**src/rtl/ion_stream_scheduler.sv**
```systemverilog
// ion_stream_scheduler: captures 110-bit packets from eight sensor streams,
// picks among pending streams round-robin and serialises the chosen packet
// as one header byte followed by fourteen payload bytes over valid/ready.
module ion_stream_scheduler #(
    parameter logic [4:0] HEADER_TAG    = 5'b10100,
    parameter int         PAYLOAD_BYTES = 14
) (
    input  logic         clock,
    input  logic         reset,
    input  logic         capture,
    input  logic [7:0]   ready_in,
    input  logic [109:0] data_in0,
    input  logic [109:0] data_in1,
    input  logic [109:0] data_in2,
    input  logic [109:0] data_in3,
    input  logic [109:0] data_in4,
    input  logic [109:0] data_in5,
    input  logic [109:0] data_in6,
    input  logic [109:0] data_in7,
    input  logic         clear_overflow,
    input  logic         tx_ready,
    output logic [7:0]   tx_data,
    output logic         tx_valid,
    output logic         busy,
    output logic [2:0]   current_stream,
    output logic [7:0]   pending,
    output logic [7:0]   overflow,
    output logic         packet_done
);

    localparam logic [3:0] LAST_BYTE = 4'(PAYLOAD_BYTES - 1);

    typedef enum logic [1:0] {IDLE, HEADER, PAYLOAD, DONE} state_t;

    state_t         state;
    state_t         state_next;
    logic [109:0]   data_bus [8];
    logic [109:0]   hold [8];
    logic [109:0]   shift;
    logic [3:0]     byte_cnt;
    logic [2:0]     rr_ptr;
    logic [2:0]     grant;
    logic [2:0]     probe;
    logic           grant_valid;
    logic           take;
    logic           handshake;
    logic [7:0]     captured;
    logic [7:0]     granted;
    logic [7:0]     overflow_set;
    logic [7:0]     pending_next;
    logic [7:0]     overflow_next;

    assign data_bus[0] = data_in0;
    assign data_bus[1] = data_in1;
    assign data_bus[2] = data_in2;
    assign data_bus[3] = data_in3;
    assign data_bus[4] = data_in4;
    assign data_bus[5] = data_in5;
    assign data_bus[6] = data_in6;
    assign data_bus[7] = data_in7;

    // Find the first pending stream at or after rr_ptr, wrapping modulo 8.
    always_comb begin
        grant       = 3'd0;
        grant_valid = 1'b0;
        probe       = 3'd0;
        for (int i = 7; i >= 0; i--) begin
            probe = rr_ptr + 3'(i);
            if (pending[probe]) begin
                grant       = probe;
                grant_valid = 1'b1;
            end
        end
    end

    assign take      = (state == IDLE) && grant_valid;
    assign handshake = tx_valid && tx_ready;

    // A capture re-arms pending even on the grant edge, so back-to-back
    // packets on one stream are both sent and do not count as an overwrite.
    assign captured      = capture ? ready_in : 8'h00;
    assign granted       = take ? (8'h01 << grant) : 8'h00;
    assign overflow_set  = captured & pending & ~granted;
    assign pending_next  = captured | (pending & ~granted);
    assign overflow_next = (clear_overflow ? 8'h00 : overflow) | overflow_set;

    // State register for the serialiser.
    always_ff @(posedge clock) begin
        if (reset) begin
            state <= IDLE;
        end else begin
            state <= state_next;
        end
    end

    // Next-state and byte-interface outputs; tx_data only moves on a handshake.
    always_comb begin
        state_next  = state;
        tx_valid    = 1'b0;
        tx_data     = 8'h00;
        busy        = 1'b1;
        packet_done = 1'b0;
        case (state)
            IDLE: begin
                busy = 1'b0;
                if (grant_valid) begin
                    state_next = HEADER;
                end
            end
            HEADER: begin
                tx_valid = 1'b1;
                tx_data  = {HEADER_TAG, current_stream};
                if (tx_ready) begin
                    state_next = PAYLOAD;
                end
            end
            PAYLOAD: begin
                tx_valid = 1'b1;
                if (byte_cnt == LAST_BYTE) begin
                    tx_data = {shift[109:104], 2'b00};
                    if (tx_ready) begin
                        state_next = DONE;
                    end
                end else begin
                    tx_data = shift[109:102];
                end
            end
            DONE: begin
                packet_done = 1'b1;
                state_next  = IDLE;
            end
            default: begin
                state_next = IDLE;
            end
        endcase
    end

    // Datapath: grant loading, payload shifting, capture holding and flags.
    always_ff @(posedge clock) begin
        if (reset) begin
            rr_ptr         <= 3'd0;
            current_stream <= 3'd0;
            byte_cnt       <= 4'd0;
            shift          <= '0;
            pending        <= 8'h00;
            overflow       <= 8'h00;
            for (int k = 0; k < 8; k++) begin
                hold[k] <= '0;
            end
        end else begin
            if (take) begin
                current_stream <= grant;
                shift          <= hold[grant];
                rr_ptr         <= grant + 3'd1;
            end else if ((state == PAYLOAD) && handshake) begin
                shift    <= {shift[101:0], 8'h00};
                byte_cnt <= byte_cnt + 4'd1;
            end
            if ((state == HEADER) && handshake) begin
                byte_cnt <= 4'd0;
            end
            for (int k = 0; k < 8; k++) begin
                if (captured[k]) begin
                    hold[k] <= data_bus[k];
                end
            end
            pending  <= pending_next;
            overflow <= overflow_next;
        end
    end

endmodule

```
**config.mk**
```make
export PLATFORM = sky130hd
export DESIGN_NAME = ion_stream_scheduler
export DESIGN_NICKNAME = d
export VERILOG_FILES = /design/src/rtl/ion_stream_scheduler.sv
export SDC_FILE = /design/constraint.sdc
export NUM_CORES = 2
export LEC_CHECK = 0
export ABC_AREA = 0
export BUFFER_PORTS_ARGS = -buffer_cell sky130_fd_sc_hd__buf_2
export CORE_AREA = 3 3 354 356
export CTS_CLUSTER_SIZE = 10
export DETAILED_ROUTE_END_ITERATION = 16
export DIE_AREA = 0 0 357 359
export PLACE_DENSITY = 0.67
export SLEW_MARGIN = 0
export SYNTH_ARGS = -nofsm -noshare
export SYNTH_HDL_FRONTEND = slang
export SYNTH_SLANG_ARGS = --single-unit
```
**constraint.sdc**
```tcl
create_clock -name clock -period 7.6 [get_ports clock]
set_input_delay 1.52 -clock clock [delete_from_list [all_inputs] [get_ports clock]]
set_output_delay 1.52 -clock clock [all_outputs]
set_load 0.1 [all_outputs]
```
==> impl_metrics.tcl <==
set metrics [dict create \
    outcome "completed" \
    fillCellCount 11200 \
    via_count 35800 \
    ant_nets 0 \
    hp-class "register to register" \
    viasPerCell 5.55 \
    die_h_um 359 \
    mostFrequentLayoutCells "buf_2, edfxtp_1, and2_1" \
    ys_warn_count 0 \
    layout_min_cycle_time_ns 5.72 \
    regArea_um2 29200 \
    io_pins 923 \
    cts_tree "done" \
    syn_inst 3894 \
    syn-num-nets 4796 \
    cpPeakStageDelay_ns 0.75 \
    cts_resized 0 \
    path_clk_slew_ns 0.07 \
    arrival_ns 6.37 \
    max_freq_ghz 0.175 \
    areaGrowthSynthToFinish_pct 20.5 \
    cts-root-buf "clkbuf_16" \
    grt_setup_unrepaired "no" \
    worstPathCellList "buf_4 > clkinv_1 > ha_1 > mux2_2 > mux2i_1 > a221oi_1 > a211o_1 > a311o_2 > nand2_8 > buf_4 > nand2_1 > a311oi_1 > o21a_1" \
    multiInputGateArea_um2 16700 \
    crit_top_cell "buf_4" \
    synth_flop_cell "edfxtp_1" \
    synth_edf_count 880 \
    powerDensity_nw_per_um2 415 \
    period_share_pct 75.2 \
    core_area_um2 122000 \
    seq_power_share_pct 30.1 \
    rows 128 \
    min_path_cells 2 \
    cts_buffer_depth 3 \
    clockPowerShare_pct 22.5 \
    clock_latency_ns 0.73 \
    pwr-share-comb_pct 47.4 \
    port_buffers 922 \
    place_hpwl_um 126000 \
    setup_viol 0 \
    swShare_pct 43.3 \
    r2r_slack_ns 1.88 \
    htreeDepth 3 \
    overflow 0 \
    initial_core_util_pct 38.6 \
    synth_area_um2 47100 \
    async_flop_share_pct 0 \
    final_nets 5591 \
    worstMarginPinSlew_ns 1.36 \
    dieArea_um2 128000 \
    finClkSkew_ns 0.0234 \
    maxSlewViolCount 0 \
    dp_cells 6196 \
    antenna_found_initial 55 \
    synth_cell_types 78 \
    crit_fanout 109 \
    drc 0 \
    fin_setup_tns_ns 0 \
    cts.sinks 1018 \
    finalPower_w 0.0236 \
    grt_max_degree 160 \
    internal_power_w 0.0134 \
    grt_pass1_vias 35800 \
    crit_type "register to register" \
    ys_seq_area_share_pct 62.0 \
    hold_violations 0 \
    p_sw_w 0.0102 \
    postCtsSetupRepairBufs 0 \
    layout.cells.non_filler 6461 \
    drt_iter0_drc 3783 \
    r2r_cells 13 \
    layout_commonest_cell "buf_2" \
    required_ns 8.25 \
    routed_wl_um 185000 \
    relSlewSlack_pct 9.62 \
    slowest_stage "nand2_8" \
    grt_pass1_wl_um 256000 \
    routedWlPerCell_um 28.7 \
    firstDrtPassIters 9 \
    grtUsageTotal_pct 27.7 \
    worstSetupEndpointType "register" \
    gp_congestion 0.890 \
    drive_gt1_share_pct 24.8 \
    cp-start-kind "register" \
    die_x_um 357 \
    cts_hold_buf 0 \
    power_leakage_nw 23.1 \
    avgSynthCellArea_um2 12.1 \
    cts_buffers 116 \
    irDropWorstVdd_v 0.000630 \
    max-cap-violations 0 \
    ys_ff_latch 1018 \
]
## through the flow
step | instance area, um2 | hold slack [ns] | util [%] | setup slack [ns]
2_1_floorplan | 47100 | 0.438 | - | 2.11
3_3_place_gp | 53200 | 0.434 | 43.6 | 1.90
3_5_place_dp | 53200 | 0.442 | 43.6 | 1.95
4_1_cts | 56700 | 0.455 | 46.4 | 1.89
5_1_grt | 56700 | 0.486 | 46.5 | 1.63
6_report | 56800 | 0.451 | 46.5 | 1.88
## cells by family after synthesis
group	Yosys count	share of synthesized area [%]
xor gates and xnor gates	7	0.162
buffers and inverters	317	3.07
DFF	1018	62.0
and+or+nand+nor	1653	18.9
adders and majority gates	9	0.239
muxes	249	5.63
AOI/OAI and AO/OA	641	10.1
## flip-flops by register name (all words and copies together) (netlist names)
name,cells
shift,110
hold,880
byte_cnt,4
current_stream,3
pending,8
state,2
rr_ptr,3
overflow,8
## critical path, delay by kind of cell, from the launching register on
kind	cells	cell delay, ns
compound gates	5	1.87
mux	2	0.56
flops	1	0.31
fa+ha+maj	1	0.74
simple gates	2	0.85
buf+inv	3	1.16
## power by group through the flow
stage | registers (W) | clock network (W) | logic, W
3_3_place_gp | 0.00720 | 0 | 0.0111
5_1_grt | 0.00714 | 0.00558 | 0.0118
3_5_place_dp | 0.00720 | 0 | 0.0111
6_report | 0.00710 | 0.00530 | 0.0112
2_1_floorplan | 0.00715 | 0 | 0.00730
4_1_cts | 0.00709 | 0.00536 | 0.0112
## routing by layer
metal	part of all wire, %	global-route usage [%]	wire length, um
met3	9.7	6.01	18000
met2	47	45.1	87400
met4	4.5	11.6	8400
met1	38	35.8	71300
met5	0.060	0	111
## cell type report
class                           count  area share [%]
Antenna cell                       47           0.207
Clock buffer                      201            5.69
Clock inverter                     17           0.458
Inverter                           10          0.0661
Multi-Input combinational cell   2559            29.4
Sequential cell                  1018            51.4
Tap cell                         1625            3.58
Timing Repair Buffer              984            9.21
## cells in the mapped netlist (all sizes together), types with 74 or more instances
| master | count | area share (%) |
|---|---|---|
| nor2b | 227 | 3.0 |
| nor2 | 337 | 2.7 |
| a311oi | 102 | 1.9 |
| a21boi | 102 | 1.6 |
| clkbuf | 233 | 1.9 |
| dfxtp | 138 | 5.9 |
| nand2 | 256 | 2.1 |
| and3 | 109 | 1.4 |
| edfxtp | 880 | 56 |
| o221ai | 99 | 1.8 |
| and2 | 670 | 8.9 |
| mux2i | 229 | 4.9 |
| buf | 74 | 1.1 |
| o21ai | 125 | 1.3 |
| o21a | 100 | 1.6 |
## path summary, 6_finish.rpt
kind	from	endpoint
setup reg to reg	rr_ptr[0]	shift[38]
hold reg to reg	overflow[2]	overflow[2]
setup / recovery	rr_ptr[0]	shift[38]
hold / removal	overflow[2]	overflow[2]
(Power assumes the default switching activity.)
